<file path="src/rtl/ddr2_phy_seq_pkg.sv">
// Shared sequencer-side types and defaults for the DDR2 PHY PLL phase-step path.
package ddr2_phy_seq_pkg;

    localparam int CLOCK_INDEX_WIDTH_DEF   = 4;
    localparam int PLL_STEPS_PER_CYCLE_DEF = 32;

    typedef enum logic [2:0] {
        LOCK_WAIT,
        IDLE,
        SETUP,
        STEP,
        WAIT_LOW,
        WAIT_HIGH,
        RECOVER
    } phs_state_t;

    // One phase step on a ring of 'steps' positions.
    function automatic int unsigned phase_step(int unsigned pos, logic up, int unsigned steps);
        if (up)
            return (pos == steps - 1) ? 0 : pos + 1;
        return (pos == 0) ? steps - 1 : pos - 1;
    endfunction

endpackage

</file>
<file path="src/rtl/ddr2_phy_sync_bit.sv">
// Multi-flop synchroniser for a single asynchronous control bit.
module ddr2_phy_sync_bit #(
    parameter int   SYNC_STAGES = 2,
    parameter logic RESET_VAL   = 1'b0
) (
    input  logic seq_clk,
    input  logic reset_seq_n,
    input  logic d,
    output logic q
);

    logic [SYNC_STAGES-1:0] ff;

    always_ff @(posedge seq_clk or negedge reset_seq_n) begin
        if (!reset_seq_n) begin
            ff <= {SYNC_STAGES{RESET_VAL}};
        end else begin
            ff[0] <= d;
            for (int i = 1; i < SYNC_STAGES; i++)
                ff[i] <= ff[i-1];
        end
    end

    assign q = ff[SYNC_STAGES-1];

endmodule

</file>
<file path="src/rtl/ddr2_phy_pll_phase_step_ctrl.sv">
// Turns a sequencer phase-shift request into the PLL phasestep/phasedone handshake
// and tracks the resync clock's phase position.
module ddr2_phy_pll_phase_step_ctrl
    import ddr2_phy_seq_pkg::*;
#(
    parameter int CLOCK_INDEX_WIDTH   = CLOCK_INDEX_WIDTH_DEF,
    parameter int PLL_STEPS_PER_CYCLE = PLL_STEPS_PER_CYCLE_DEF,
    parameter int PHASE_POS_WIDTH     = 5,
    parameter int SETUP_CYCLES        = 2,
    parameter int STEP_CYCLES         = 2,
    parameter int RECOVER_CYCLES      = 4,
    parameter int TIMEOUT_CYCLES      = 1024,
    parameter int SYNC_STAGES         = 2
) (
    input  logic                         seq_clk,
    input  logic                         reset_seq_n,
    input  logic                         seq_pll_start_reconfig,
    input  logic [CLOCK_INDEX_WIDTH-1:0] seq_pll_select,
    input  logic                         seq_pll_inc_dec_n,
    input  logic [CLOCK_INDEX_WIDTH-1:0] resync_clk_index,
    input  logic                         pll_locked,
    input  logic                         pll_phasedone,
    output logic [CLOCK_INDEX_WIDTH-1:0] pll_phasecounterselect,
    output logic                         pll_phaseupdown,
    output logic                         pll_phasestep,
    output logic                         phs_shft_busy,
    output logic [PHASE_POS_WIDTH-1:0]   resync_phase_pos,
    output logic                         step_timeout_err,
    output logic                         dropped_req_err
);

    localparam int CNT_MAX = (SETUP_CYCLES > STEP_CYCLES)
                           ? ((SETUP_CYCLES > RECOVER_CYCLES) ? SETUP_CYCLES : RECOVER_CYCLES)
                           : ((STEP_CYCLES > RECOVER_CYCLES) ? STEP_CYCLES : RECOVER_CYCLES);
    localparam int CW = $clog2(CNT_MAX + 1);
    localparam int TW = $clog2(TIMEOUT_CYCLES + 1);

    logic          done_s;
    logic          locked_s;
    phs_state_t    state;
    logic [CW-1:0] cnt;
    logic [TW-1:0] tcnt;

    ddr2_phy_sync_bit #(.SYNC_STAGES(SYNC_STAGES), .RESET_VAL(1'b0)) u_sync_done (
        .seq_clk     (seq_clk),
        .reset_seq_n (reset_seq_n),
        .d           (pll_phasedone),
        .q           (done_s)
    );

    ddr2_phy_sync_bit #(.SYNC_STAGES(SYNC_STAGES), .RESET_VAL(1'b0)) u_sync_locked (
        .seq_clk     (seq_clk),
        .reset_seq_n (reset_seq_n),
        .d           (pll_locked),
        .q           (locked_s)
    );

    always_ff @(posedge seq_clk or negedge reset_seq_n) begin
        if (!reset_seq_n) begin
            state                  <= LOCK_WAIT;
            cnt                    <= '0;
            tcnt                   <= '0;
            phs_shft_busy          <= 1'b1;
            pll_phasestep          <= 1'b0;
            pll_phaseupdown        <= 1'b0;
            pll_phasecounterselect <= '0;
            resync_phase_pos       <= '0;
            step_timeout_err       <= 1'b0;
            dropped_req_err        <= 1'b0;
        end else begin
            // Only IDLE can take a request, so the RECOVER->IDLE edge drops one too.
            if (seq_pll_start_reconfig && state != IDLE)
                dropped_req_err <= 1'b1;

            case (state)
                LOCK_WAIT: begin
                    if (locked_s) begin
                        state         <= IDLE;
                        phs_shft_busy <= 1'b0;
                    end
                end
                IDLE: begin
                    if (!locked_s) begin
                        state         <= LOCK_WAIT;
                        phs_shft_busy <= 1'b1;
                    end else if (seq_pll_start_reconfig) begin
                        pll_phasecounterselect <= seq_pll_select;
                        pll_phaseupdown        <= seq_pll_inc_dec_n;
                        phs_shft_busy          <= 1'b1;
                        cnt                    <= '0;
                        state                  <= SETUP;
                    end
                end
                default: begin
                    // A completing handshake still counts even if lock drops the same cycle.
                    if (state == WAIT_HIGH && done_s && pll_phasecounterselect == resync_clk_index)
                        resync_phase_pos <= PHASE_POS_WIDTH'(phase_step(32'(resync_phase_pos),
                                                pll_phaseupdown, PLL_STEPS_PER_CYCLE));

                    if (!locked_s) begin
                        pll_phasestep <= 1'b0;
                        state         <= LOCK_WAIT;
                    end else begin
                        cnt <= cnt + CW'(1);
                        case (state)
                            SETUP: begin
                                if (cnt == CW'(SETUP_CYCLES - 1)) begin
                                    pll_phasestep <= 1'b1;
                                    cnt           <= '0;
                                    state         <= STEP;
                                end
                            end
                            STEP: begin
                                if (cnt == CW'(STEP_CYCLES - 1)) begin
                                    pll_phasestep <= 1'b0;
                                    tcnt          <= '0;
                                    state         <= WAIT_LOW;
                                end
                            end
                            WAIT_LOW: begin
                                tcnt <= tcnt + TW'(1);
                                if (!done_s) begin
                                    state <= WAIT_HIGH;
                                end else if (tcnt == TW'(TIMEOUT_CYCLES - 1)) begin
                                    step_timeout_err <= 1'b1;
                                    cnt              <= '0;
                                    state            <= RECOVER;
                                end
                            end
                            WAIT_HIGH: begin
                                tcnt <= tcnt + TW'(1);
                                if (done_s) begin
                                    cnt   <= '0;
                                    state <= RECOVER;
                                end else if (tcnt == TW'(TIMEOUT_CYCLES - 1)) begin
                                    step_timeout_err <= 1'b1;
                                    cnt              <= '0;
                                    state            <= RECOVER;
                                end
                            end
                            RECOVER: begin
                                if (cnt == CW'(RECOVER_CYCLES - 1)) begin
                                    state         <= IDLE;
                                    phs_shft_busy <= 1'b0;
                                end
                            end
                            default: state <= LOCK_WAIT;
                        endcase
                    end
                end
            endcase
        end
    end

endmodule
</file>
<file path="config.mk">
export PLATFORM = sky130hd
export DESIGN_NAME = ddr2_phy_pll_phase_step_ctrl
export DESIGN_NICKNAME = d
export VERILOG_FILES = /design/src/rtl/ddr2_phy_seq_pkg.sv /design/src/rtl/ddr2_phy_sync_bit.sv /design/src/rtl/ddr2_phy_pll_phase_step_ctrl.sv
export SDC_FILE = /design/constraint.sdc
export NUM_CORES = 1
export LEC_CHECK = 0
export ABC_CLOCK_PERIOD_IN_PS = 4900
export CORE_ASPECT_RATIO = 2
export CORE_MARGIN = 2
export CORE_UTILIZATION = 55
export CTS_CLUSTER_DIAMETER = 30
export DETAILED_ROUTE_END_ITERATION = 7
export GPL_ROUTABILITY_DRIVEN = 0
export GPL_TIMING_DRIVEN = 0
export HOLD_SLACK_MARGIN = 0.02
export PLACE_DENSITY = 0.9
export SLEW_MARGIN = 20
export SYNTH_ARGS = -nofsm -noshare
export SYNTH_HDL_FRONTEND = slang
export SYNTH_SLANG_ARGS = --single-unit
</file>
<file path="constraint.sdc">
create_clock -name seq_clk -period 4.9 [get_ports seq_clk]
set_input_delay 0.735 -clock seq_clk [delete_from_list [all_inputs] [get_ports seq_clk]]
set_output_delay 0.735 -clock seq_clk [all_outputs]
set_load 0.02 [all_outputs]
</file>
==> results.md, run 1 <==
- The number of buffers and inverters on the critical path is 1.
- Dividing total power by cell area gives a power density of 381.0 nW/um^2.
- The largest net degree at the start of global routing is 20.
- The cell depth of the worst min-delay path is 0.
- Setup repair after global routing left no endpoint under its margin.
- The detail route stage leaves a number of antenna-violating nets equal to 0.
- STA classifies the critical path startpoint as a register.
- In the final routed layout, each cell accounts on average for 17.08 um.
- In the final layout, the share of cells above drive strength 1 is 0.1197.
- The slowest library cell on the worst path is sky130_fd_sc_hd__clkdlybuf4s50_1.
- Gates resized during post-CTS repair numbered 0.
- The die area is 4442 um^2.
- The number of hold buffers added after CTS was 0.
- The flow ran to the end, and the final reports show no timing, DRC or antenna violations.
- The final setup skew is 0.01543 ns.
- Setup violations remaining at the end of the flow were counted as 0.
- The CTS tree is yes.
- The launch instance of the worst min-delay path is u_sync_locked.ff[0]$_DFF_PN0_.
- Among cell families on the critical path, the largest total delay comes from buffers and inverters.
- The average cell area after synthesis is 9.611 um^2.
- The overall overflow remaining after global route is 0.
- The analysis attributes to cell leakage a power of 1.115 nW.
- The overall routing resource usage is 0.2657.
- The total iterations of the first detailed-routing run is 4.
- The number of cells on the worst reg-to-reg path is 6.
- The startpoint identified for the worst register-to-register timing path is resync_phase_pos[0]$_DFFE_PN0P_.
- At the placement stage, the worst setup path has a slack of 2.657 ns.
- The number of flops mapped to enable cells by yosys is 0.
- The remaining max-slew budget at the tightest pin is 0.4290.
- The via count is 1,943.
- The final cell count without fillers is 310.
- After detailed placement, the design holds a cell count of 302.
- The largest area contributor in the synthesized netlist is sky130_fd_sc_hd__dfrtp_1.
- The die width is 48.14 um.
- The clock period could shrink to 2.176 ns.
- The number of design rule violations left after detail routing is 0.
- In this run, distinct cell masters in the synthesized netlist total 60.
- The root buffer cell is sky130_fd_sc_hd__clkbuf_8.
- The final-report hold violation count is 0.
- Counting flops and latches in the post-synthesis netlist gives 35.
- Hold is met by 0.3532 ns.
- The height of the die is 92.28 um.
- The wire length of the first global-routing pass is 8597 um.
- The clock-pin transition on the worst setup and hold timing paths is 0.08 ns.
- The number of global-route vias before repair came to 1,943.
- By area the synthesized netlist is led by sky130_fd_sc_hd__dfrtp_1 (40%), sky130_fd_sc_hd__o31ai_1 (5.3%), sky130_fd_sc_hd__ha_1 (4.1%), sky130_fd_sc_hd__mux2_2 (2.6%), sky130_fd_sc_hd__nand2_1 (2.6%).
- The number of nets in the final layout is 279.
- The most used flip-flop cell after synthesis is sky130_fd_sc_hd__dfrtp_1.
- The number of levels in the clock H-tree is 2.
- The fmax is 459.6 MHz.
- The endpoint identified for the worst register-to-register timing path is resync_phase_pos[0]$_DFFE_PN0P_.
- The type of destination of the critical path is an output pin.
- The area growth from synthesis to layout is 20.90%.
- The mean number of vias per cell is 6.268.
- The path class of the lowest-slack min-delay path is register to register.
- The worst-case register-to-register setup slack is 2.98 ns.
- The critical path's largest stage delay is 0.65 ns.
- The number of I/O port buffers is 27.
- The final total negative setup slack is 0 ns.
- VDD sags by at most 259.8 uV.
- After routing the design area is 2591 um^2.
- The area of the placeable core is 3804 um^2.
- The signal arrival time at the worst endpoint is 1.44 ns.
- The longest clock path from root to sink contains 2 buffers.
- The area share of the largest cell type after synthesis is 0.3970.
- The cell count after synthesis is 223.
- The type of the worst setup path is register to output pin.
- Among all cell types in the netlist, the one instantiated most often is sky130_fd_sc_hd__dfrtp_1.
- The final layout contains routed wiring with a total length of 5295 um.
- During I/O placement, the number of pins put on the boundary was 28.
- The largest fanout on the critical path is 8.
- In this run, the number of DRC markers left after iteration 0 of detailed routing was 43.
- The post-synthesis async set-or-reset flop share is 1.000.
- Traced cell by cell, the critical path runs through clkdlybuf4s50_1.
- The transition at the pin with the smallest max-transition slack is 0.8487 ns.
- The total inserted antenna cells is 0.
- The path with the worst hold slack has its endpoint at u_sync_locked.ff[1]$_DFF_PN0_.
- The netlist area before placement is 2143 um^2.
- The number of antenna violations at the first check in global routing is 0.
- Counting the buffers created by CTS gives 5.
- The initial utilization of the core area, before any placement, comes to 0.5635.
- STA puts the critical path data required time at 4.16 ns.
- The post-synth net total is 244.
- The fraction of the cycle the final worst path needs is 0.4441.
- The TritonCTS sink count is 35.
- The floorplan has 32 rows.
- The total of max-cap violations is 0.
- The worst path meets setup with 2.724 ns of slack.
- Summing all placed instances gives a cell area of 2500 um^2.
- The total count of max-transition violations in the final report came to 0.
- The count of synthesis-stage warnings from yosys is 0.
- Detailed placement finished with a half-perimeter wire length of 3936 um.
- The count of buffers added by post-CTS timing repair for setup is 0.
- The sequential element share of the synthesized area is 0.4092.
- The clock reaches the later pin of the worst-skew pair after 0.30 ns.
- In the synthesized netlist, the cells that appear most often are sky130_fd_sc_hd__dfrtp_1 (34), sky130_fd_sc_hd__nand2_1 (15), sky130_fd_sc_hd__o31ai_1 (15).
-- registers in the layout, summed over array words and instances, names as in the netlist --
signal                  count
cnt                         3
phs_shft_busy               1
state                       3
u_sync_locked.ff            2
pll_phasestep               1
dropped_req_err             1
pll_phaseupdown             1
u_sync_done.ff              2
step_timeout_err            1
resync_phase_pos            5
pll_phasecounterselect      4
tcnt                       11
-- cells by family (layout without fill, tap and decap cells) --
kind of cell             Yosys count  in the layout  share of synthesized area
adder cells (fa/ha/maj)            7              7                    0.04086
multiplexers                       9              9                    0.04495
buffers and inverters             21             57                    0.05254
AND/OR/NAND/NOR                   81             81                     0.2178
XOR/XNOR                           5              5                    0.02043
AO/OA/AOI/OAI                     65             65                     0.2142
flip-flops                        35             35                     0.4092
-- through the flow --
step                      utilization  power (W)
after floorplan                     -  0.0006307
after global placement         0.6513  0.0007542
after detailed placement       0.6572  0.0007711
after CTS                      0.6813  0.0009879
after global routing           0.6813   0.001045
final                          0.6813  0.0009874
-- placed cells by master (no fill, tap or decap), types with 3 or more instances in the layout --
cell type,n
sky130_fd_sc_hd__a21oi_1,10
sky130_fd_sc_hd__a22oi_1,3
sky130_fd_sc_hd__and3_1,5
sky130_fd_sc_hd__buf_2,3
sky130_fd_sc_hd__buf_6,3
sky130_fd_sc_hd__clkbuf_1,6
sky130_fd_sc_hd__clkbuf_8,6
sky130_fd_sc_hd__clkdlybuf4s50_1,26
sky130_fd_sc_hd__dfrtp_1,34
sky130_fd_sc_hd__ha_1,7
sky130_fd_sc_hd__inv_1,7
sky130_fd_sc_hd__mux2_2,5
sky130_fd_sc_hd__mux2i_1,4
sky130_fd_sc_hd__nand2_1,15
sky130_fd_sc_hd__nand2b_1,8
sky130_fd_sc_hd__nand3_1,10
sky130_fd_sc_hd__nand3b_1,5
sky130_fd_sc_hd__nand4_1,3
sky130_fd_sc_hd__nor2_1,14
sky130_fd_sc_hd__nor3_1,3
sky130_fd_sc_hd__nor4_1,4
sky130_fd_sc_hd__o21ai_0,10
sky130_fd_sc_hd__o31ai_1,15
sky130_fd_sc_hd__xnor2_1,4
-- area by class of cell --
| cell class | count | area [um^2] |
|---|---|---|
| Inverter | 8 | 30.03 |
| Tap cell | 51 | 63.81 |
| Clock inverter | 1 | 5.005 |
| Timing Repair Buffer | 28 | 292.8 |
| Sequential cell | 35 | 877.1 |
| Multi-Input combinational cell | 167 | 1154 |
| Buffer | 13 | 82.58 |
| Fill cell | 307 | 1212 |
| Clock buffer | 7 | 86.33 |
-- worst max path at each step --
stage,startpoint,to,slack [ns],cells past startpoint
2_1_floorplan,resync_phase_pos[0]$_DFFE_PN0P_,resync_phase_pos[2]$_DFFE_PN0P_,3.17,7
3_3_place_gp,reset_seq_n,resync_phase_pos[0]$_DFFE_PN0P_,2.36,1
3_5_place_dp,resync_clk_index[3],resync_phase_pos[2]$_DFFE_PN0P_,2.66,5
4_1_cts,resync_phase_pos[0]$_DFFE_PN0P_,resync_phase_pos[0],2.73,1
5_1_grt,resync_phase_pos[0]$_DFFE_PN0P_,resync_phase_pos[0],2.67,1
6_report,resync_phase_pos[0]$_DFFE_PN0P_,resync_phase_pos[0],2.72,1
-- where the power goes --
group	internal, W	switching [W]
logic	0.000179	0.000215
registers	0.000339	0.0000405
clock network	0.000113	0.000101
total	0.000631	0.000356
-- routing by layer --
metal | vias to the layer above | GRT usage | wire (um)
met5 | - | 0 | 0
met4 | 0 | 0.1622 | 239
met3 | 23 | 0.03937 | 172
met2 | 59 | 0.4671 | 2954
met1 | 960 | 0.2586 | 1928
li1 | 901 | - | -
(Power assumes the default switching activity.)
==> run 2, diff against run 1 <==
--- a/config.mk
+++ b/config.mk
@@ -5,16 +5,16 @@
 export SDC_FILE = /design/constraint.sdc
 export NUM_CORES = 1
 export LEC_CHECK = 0
-export ABC_CLOCK_PERIOD_IN_PS = 4900
+export ABC_CLOCK_PERIOD_IN_PS = 2000
 export CORE_ASPECT_RATIO = 2
 export CORE_MARGIN = 2
-export CORE_UTILIZATION = 55
+export CORE_UTILIZATION = 50
 export CTS_CLUSTER_DIAMETER = 30
 export DETAILED_ROUTE_END_ITERATION = 7
 export GPL_ROUTABILITY_DRIVEN = 0
 export GPL_TIMING_DRIVEN = 0
 export HOLD_SLACK_MARGIN = 0.02
-export PLACE_DENSITY = 0.9
+export PLACE_DENSITY = 0.86
 export SLEW_MARGIN = 20
 export SYNTH_ARGS = -nofsm -noshare
 export SYNTH_HDL_FRONTEND = slang
==> constraint.sdc (replaced) <==
create_clock -name seq_clk -period 2 [get_ports seq_clk]
set_input_delay 0.3 -clock seq_clk [delete_from_list [all_inputs] [get_ports seq_clk]]
set_output_delay 0.3 -clock seq_clk [all_outputs]
set_load 0.02 [all_outputs]
==> run 2 against run 1 <==
Combinational power grew 140%. Power grew 140%. Critical path depth grew 6. Sequential power grew 140%. Global-route usage shrank 4.1 points. Sequential cell count is the same. Register-to-register slack lost 2.8 ns. Non-clock buffer count grew 1. Worst setup slack lost 2.6 ns. Clock power grew 110%. First-iteration DRC count grew 72%. Core utilization shrank 4.9 points. Critical path type is now register to register. Critical endpoint is now resync_phase_pos[2]$_DFFE_PN0P_. Largest power group unchanged.
==> results.md, run 2 (synthesis gave the netlist of run 1 again) <==
- The run finished with clean final reports.
- The path class of the lowest-slack min-delay path is register to register.
- The CTS tree is yes.
- The initial cell density of the core is 0.5243.
- The floorplan step set the die height to 96.59 um.
- Entering global routing, the biggest net connects 20 pins.
- The number of antenna diodes in the final layout is 0.
- The register with the most flip-flops in the layout has 11 of them.
- The TritonCTS sink count is 35.
- Setup repair after global routing left no endpoint under its margin.
- Prior to clock tree synthesis, the placed netlist has a worst setup slack of 0.1806 ns.
- At the pin with the least slew margin, the transition time is 0.6211 ns.
- The worst path needs 1.865 ns of the cycle, external delays included.
- The total count of max-transition violations in the final report is 0.
- The number of I/O port buffers is 27.
- For this run, design rule violations remaining after detail routing come to 0.
- At the worst endpoint, the arrival time is 2.02 ns.
- The average wire per standard cell is 16.21 um.
- The top cell types in the final layout, fill and taps aside, are sky130_fd_sc_hd__dfrtp_1 (34), sky130_fd_sc_hd__clkdlybuf4s50_1 (26), sky130_fd_sc_hd__nand2_1 (15), sky130_fd_sc_hd__o31ai_1 (15), sky130_fd_sc_hd__nor2_1 (14).
- After global routing the overflow that remains totals 0.
- The most common cell after layout, fill and taps aside is sky130_fd_sc_hd__dfrtp_1.
- STA classifies the critical path startpoint as a register.
- The count of nets left with antenna violations once routing finished came out at 0.
- The HPWL reported at the end of detailed placement is 3833 um.
- From left edge to right edge, the die measures 50.30 um.
- The worst pin sits at a relative slew slack of 0.5821.
- Of all nets on the critical path, the largest fanout is 8.
- Clock-pin slew was measured on the worst setup and hold paths at 0.07 ns.
- The total length of routed wires is 5025 um.
- The final setup skew is 0.005469 ns.
- Compared with the post-synthesis result, the final layout area differs by 20.55%.
- The critical path's largest stage delay is 0.50 ns.
- The fraction of the cycle the final worst path needs is 0.9325.
- The mean number of vias per cell is 6.184.
- The final count of negative-setup-slack endpoints is 0.
- The number of gates resized after CTS is 0.
- The fmax is 536.2 MHz.
- Traced cell by cell, the critical path runs through ha_1, and3_1, ha_1, nand2b_1, o22ai_1, o31ai_1, o31ai_1.
- The number of antenna violations at the first check in global routing was 0.
- The slowest stage of the critical path belongs to the cell sky130_fd_sc_hd__dfrtp_1.
- The share of the core filled with cells in the final layout is 0.6321.
- The number of global-route vias before repair came to 1,893.
- The worst setup path is captured at a register.
- The kind of cell with the highest combined delay on the critical path is flip-flops.
- The violation count after the first detailed-routing iteration is 74.
- The floorplan has 33 rows.
- The number of levels in the clock H-tree is 2.
- For this design the ratio of total power to cell area is 904.4 nW/um^2.
- Once placement completed, the tool counted placed cells totaling 303.
- The via count is 1,917.
- The root buffer cell chosen for the clock tree is sky130_fd_sc_hd__clkbuf_8.
- The required time at the worst-slack endpoint is 2.16 ns.
- The number of buffers and inverters on the critical path is 0.
- The largest registers in the layout are tcnt x11, resync_phase_pos x5, pll_phasecounterselect x4.
- The final-report hold violation count came to 0.
- For this run, the total global-route usage over all layers was measured as 0.2251.
- The total iterations of the first detailed-routing run is 4.
- The floorplan step defined a die boundary enclosing 4858 um^2.
- During I/O placement, the number of pins put on the boundary was 28.
- Of the cells placed in the final design, the portion with a size suffix greater than 1 is 0.1124.
- The total clock buffers created by CTS is 5.
- The static leakage is 1.108 nW.
- For this run, the post-layout net count is 280.
- The worst setup path is of the register to register kind.
- The clock latency of the later-clocked register in the worst-skew pair is 0.28 ns.
- The area of the placeable core is 4088 um^2.
- After layout, the worst setup slack is 0.1351 ns.
- More flip-flops sit in one register than any other, and that register is tcnt.
- The tightest hold margin is 0.3551 ns.
- The maximum resistive drop on vdd is 606.8 uV.
- The tool flagged a number of max-cap violations equal to 0.
- The final total negative setup slack is 0 ns.
- The worst-case clock buffer depth is 2.
- The wire length of the first global-routing pass is 8252 um.
- The final cell count without fillers is 310.
==> run 2: worst register-to-register path, stage by stage, from the launching register on <==
cell,delay [ns]
sky130_fd_sc_hd__dfrtp_1,0.50
sky130_fd_sc_hd__ha_1,0.24
sky130_fd_sc_hd__and3_1,0.17
sky130_fd_sc_hd__ha_1,0.23
sky130_fd_sc_hd__nand2b_1,0.16
sky130_fd_sc_hd__o22ai_1,0.09
sky130_fd_sc_hd__o31ai_1,0.25
sky130_fd_sc_hd__o31ai_1,0.11
==> run 2: metal layers <==
| layer | wire length (um) | vias up | GRT usage |
|---|---|---|---|
| li1 | - | 903 | - |
| met1 | 1792 | 930 | 0.2006 |
| met2 | 2843 | 61 | 0.4452 |
| met3 | 148 | 23 | 0.03538 |
| met4 | 241 | 0 | 0.1486 |
| met5 | 0 | - | 0 |
==> run 2: final cells by class <==
cell class,count,area (um^2)
flip-flops and latches,35,877.1
fillers,331,1504
inverters,8,30.03
multi-input cells,167,1154
well taps,52,65.06
plain buffers,13,82.58
clock buffers,6,72.57
repair buffers,29,302.8
==> run 2: report_power, final <==
part           switching [W]  internal, W
logic               0.000515     0.000439
clock network       0.000227     0.000232
registers          0.0000936     0.000831
total               0.000835      0.00150
==> run 2: metrics by stage <==
stage | area (um^2) | total power, W
6_report | 2584 | 0.002337
5_1_grt | 2584 | 0.002472
4_1_cts | 2584 | 0.002349
3_5_place_dp | 2501 | 0.001883
3_3_place_gp | 2479 | 0.001851
2_1_floorplan | 2143 | 0.001545
==> run 2: final timing paths <==
kind	from	slack [ns]	depth (start not counted)	endpoint
max	resync_phase_pos[0]$_DFFE_PN0P_	0.14	7	resync_phase_pos[2]$_DFFE_PN0P_
min	u_sync_done.ff[0]$_DFF_PN0_	0.36	0	u_sync_done.ff[1]$_DFF_PN0_
max reg2reg	resync_phase_pos[0]$_DFFE_PN0P_	0.14	7	resync_phase_pos[2]$_DFFE_PN0P_
min reg2reg	u_sync_done.ff[0]$_DFF_PN0_	0.36	0	u_sync_done.ff[1]$_DFF_PN0_
max in group asynchronous	reset_seq_n	0.99	3	phs_shft_busy$_DFFE_PN1P_
min in group asynchronous	reset_seq_n	0.49	2	resync_phase_pos[3]$_DFFE_PN0P_
==> run 2: timing repair <==
| action | CTS | global route |
|---|---|---|
| hold buffers | 1 | 0 |
| endpoints found under the hold margin | 16 | 0 |
| setup endpoints to repair | 0 | 0 |
| setup buffers | 0 | 0 |
==> run 3, diff against run 2 <==
--- a/config.mk
+++ b/config.mk
@@ -10,10 +10,12 @@
 export CORE_MARGIN = 2
 export CORE_UTILIZATION = 50
 export CTS_CLUSTER_DIAMETER = 30
+export CTS_CLUSTER_SIZE = 28
 export DETAILED_ROUTE_END_ITERATION = 7
 export GPL_ROUTABILITY_DRIVEN = 0
 export GPL_TIMING_DRIVEN = 0
 export HOLD_SLACK_MARGIN = 0.02
+export MAX_ROUTING_LAYER = met4
 export PLACE_DENSITY = 0.86
 export SLEW_MARGIN = 20
 export SYNTH_ARGS = -nofsm -noshare
==> run 3 against run 2 <==
Combinational power about the same. Non-clock buffer count did not move. Sequential share of layout area did not move. Worst setup slack got worse by 0.0068 ns. Cell count did not move. Power about the same. Critical path type unchanged. Critical endpoint unchanged. Largest power group unchanged.
==> results.md, run 3 (synthesis gave the netlist of run 1 again) <==
- The internal power summed over all cells is 0.001502 W.
- Setup repair after global routing left no endpoint under its margin.
- The total power per unit cell area is 904.6 nW/um^2.
- The die area is 4858 um^2.
- 0 antenna diodes ended up in the layout.
- The CTS tree is yes.
- The critical path is of the register to register type.
- Once detail routing completed, the nets flagged for antenna violations numbered 0.
- Setup violations remaining at the end of the flow were counted as 0.
- After layout, the minimum clock period comes to 1.872 ns.
- CTS placed an instance of sky130_fd_sc_hd__clkbuf_8 at the clock tree root.
- The largest individual stage delay along the critical path comes from the cell sky130_fd_sc_hd__dfrtp_1.
- The number of placement rows is 33.
- The die is 50.30 um wide.
- The overall routing resource usage is 0.2318.
- The fraction of power spent switching nets is 0.3575.
- In this run the power spent charging and discharging nets is 0.0008356 W.
- The worst register-to-register path ends at resync_phase_pos[2]$_DFFE_PN0P_.
- The remaining max-slew budget at the tightest pin is 0.5785.
- For this design the static power due to leakage is 1.108 nW.
- The HPWL reported at the end of detailed placement is 3833 um.
- The fraction of the cycle the final worst path needs is 0.9359.
- The area of the placeable core is 4088 um^2.
- The clock-pin transition on the worst setup and hold timing paths is 0.07 ns.
- The total count of max-transition violations in the final report came to 0.
- The share of total power dissipated in combinational logic is 0.408.
- The largest registers in the layout are tcnt x11, resync_phase_pos x5, pll_phasecounterselect x4.
- After detailed routing, the number of vias per cell comes to 6.165.
- In the layout the commonest cells are sky130_fd_sc_hd__dfrtp_1 (34), sky130_fd_sc_hd__clkdlybuf4s50_1 (26), sky130_fd_sc_hd__nand2_1 (15), sky130_fd_sc_hd__o31ai_1 (15), sky130_fd_sc_hd__nor2_1 (14).
- The worst setup path is captured at a register.
- The transition at the pin with the smallest max-transition slack is 0.6265 ns.
- The startpoint identified for the worst hold timing path is u_sync_done.ff[0]$_DFF_PN0_.
- The min-delay analysis places its worst path in the category register to register.
- The routed design has 5057 um of wire.
- The number of global-route vias before repair came to 1,891.
- The detailed router finished its first iteration with 74 violations.
- The register with the most flip-flops in the layout has 11 of them.
- tcnt holds more flip-flops than any other register.
- The final worst setup slack is 0.1283 ns.
- The H-tree was split into 2 levels.
- The kind of cell with the highest combined delay on the critical path is flip-flops.
- No sink is reached through more buffers than the 2 on the longest clock path.
- On the final layout, the worst clock skew is 0.005446 ns.
- The flow ran to the end, and the final reports show no timing, DRC or antenna violations.
- The required time at the worst-slack endpoint is 2.16 ns.
- The startpoint of the worst setup timing path is resync_phase_pos[0]$_DFFE_PN0P_.
- The share of the core filled with cells in the final layout is 0.6321.
- The die is 96.59 um tall.
- The number of antenna violations at the first check in global routing came to 0.
- The number of cells on the worst reg-to-reg path is 7.
- In this run, CTS created clock tree buffers numbering 5.
- The largest fanout on the critical path is 8.
- Entering global routing, the biggest net connects 20 pins.
- The TritonCTS sink count is 35.
- Timing analysis after detailed placement gives a worst setup slack of 0.1806 ns.
- The critical path's largest stage delay is 0.50 ns.
- The share of total power dissipated in sequential elements is 0.396.
- The initial cell density of the core is 0.5243.
- The worst hold endpoint is u_sync_done.ff[1]$_DFF_PN0_.
- The clock latency of the later-clocked register in the worst-skew pair is 0.28 ns.
- The critical path contains buffers and inverters numbering 0 combined.
- The share of post-route cells with drive strength above 1 is 0.1124.
- The number of I/O port buffers is 27.
- The maximum resistive drop on vdd is 606.4 uV.
- Walking the worst path, the cells encountered are ha_1, and3_1, ha_1, nand2b_1, o22ai_1, o31ai_1, o31ai_1.
- Along the worst hold path, the cell count comes to 0.
- The library cell used most frequently in the layout, excluding fill and tap cells, is sky130_fd_sc_hd__dfrtp_1.
- The first global-routing pass estimated 8266 um of wire.
- The number of fillers in the final layout is 331.
- The area growth from synthesis to layout is 20.55%.
- The number of nets in the final layout is 280.
- The fmax is 534.3 MHz.
- In the final timing run, aggregate negative setup slack is 0 ns.
- The via count is 1,911.
- The final-report hold violation count is 0.
- The average wire per standard cell is 16.31 um.
- Post-CTS repair changed the size of 0 cells.
- The share of total power dissipated in the clock network is 0.196.
- The total iterations of the first detailed-routing run is 4.
- The tool flagged a number of max-cap violations equal to 0.
- In this run the post-CTS setup repair buffer count came out at 0.
- The worst setup path is launched from a register.
- For this run the aggregate overflow at the end of global routing stands at 0.
- The startpoint identified for the worst register-to-register timing path is resync_phase_pos[0]$_DFFE_PN0P_.
- The signal arrival time at the worst endpoint is 2.03 ns.
- The worst-case register-to-register setup slack is 0.13 ns.
- After detailed routing, the number of remaining DRC violations is 0.
- During I/O placement, the number of pins put on the boundary was 28.
## run 3: what timing repair did
item,CTS,global route
hold buffers,1,0
hold endpoints to repair,16,0
setup endpoints to repair,0,0
## run 3: worst max-delay path by stage
stage	to	slack, ns	cells after the start
3_5_place_dp	resync_phase_pos[2]$_DFFE_PN0P_	0.18	7
4_1_cts	resync_phase_pos[2]$_DFFE_PN0P_	0.17	7
3_3_place_gp	tcnt[1]$_DFFE_PN0P_	-0.15	1
5_1_grt	state[0]$_DFFE_PN0P_	0.04	6
2_1_floorplan	resync_phase_pos[2]$_DFFE_PN0P_	0.27	7
6_report	resync_phase_pos[2]$_DFFE_PN0P_	0.13	7
## run 3: through the flow
step           cells  instance area [um^2]  hold slack (ns)  power [W]
6_report         310                  2584           0.3552   0.002337
5_1_grt          310                  2584           0.3625   0.002472
4_1_cts          310                  2584           0.3515   0.002349
3_5_place_dp     303                  2501           0.2630   0.001883
3_3_place_gp     302                  2479           0.3347   0.001851
2_1_floorplan    223                  2143         0.004409   0.001545
## run 3: area by class of cell
type | count | area (um^2) | share of cell area
buffer | 13 | 82.58 | 0.03196
clock buffer | 6 | 72.57 | 0.02809
inverter | 8 | 30.03 | 0.01162
multi-input combinational | 167 | 1154 | 0.4465
sequential | 35 | 877.1 | 0.3395
tap | 52 | 65.06 | 0.02518
timing repair buffer | 29 | 302.8 | 0.1172
## run 3: per-layer routing
layer	routed length, um	track usage	part of all wire	up-vias
li1	-	-	-	903
met3	170	0.03538	0.034	23
met5	0	-	0	-
met4	240	0.1486	0.047	0
met2	2865	0.4452	0.57	59
met1	1781	0.2016	0.35	926
## run 3: power groups by stage
stage | Clock (W) | Sequential [W] | Combinational (W)
detailed placement | 0 | 0.000939 | 0.000944
global placement | 0 | 0.000932 | 0.000920
CTS | 0.000470 | 0.000926 | 0.000953
global route | 0.000497 | 0.000940 | 0.00103
floorplan | 0 | 0.00101 | 0.000534
finish | 0.000459 | 0.000925 | 0.000954
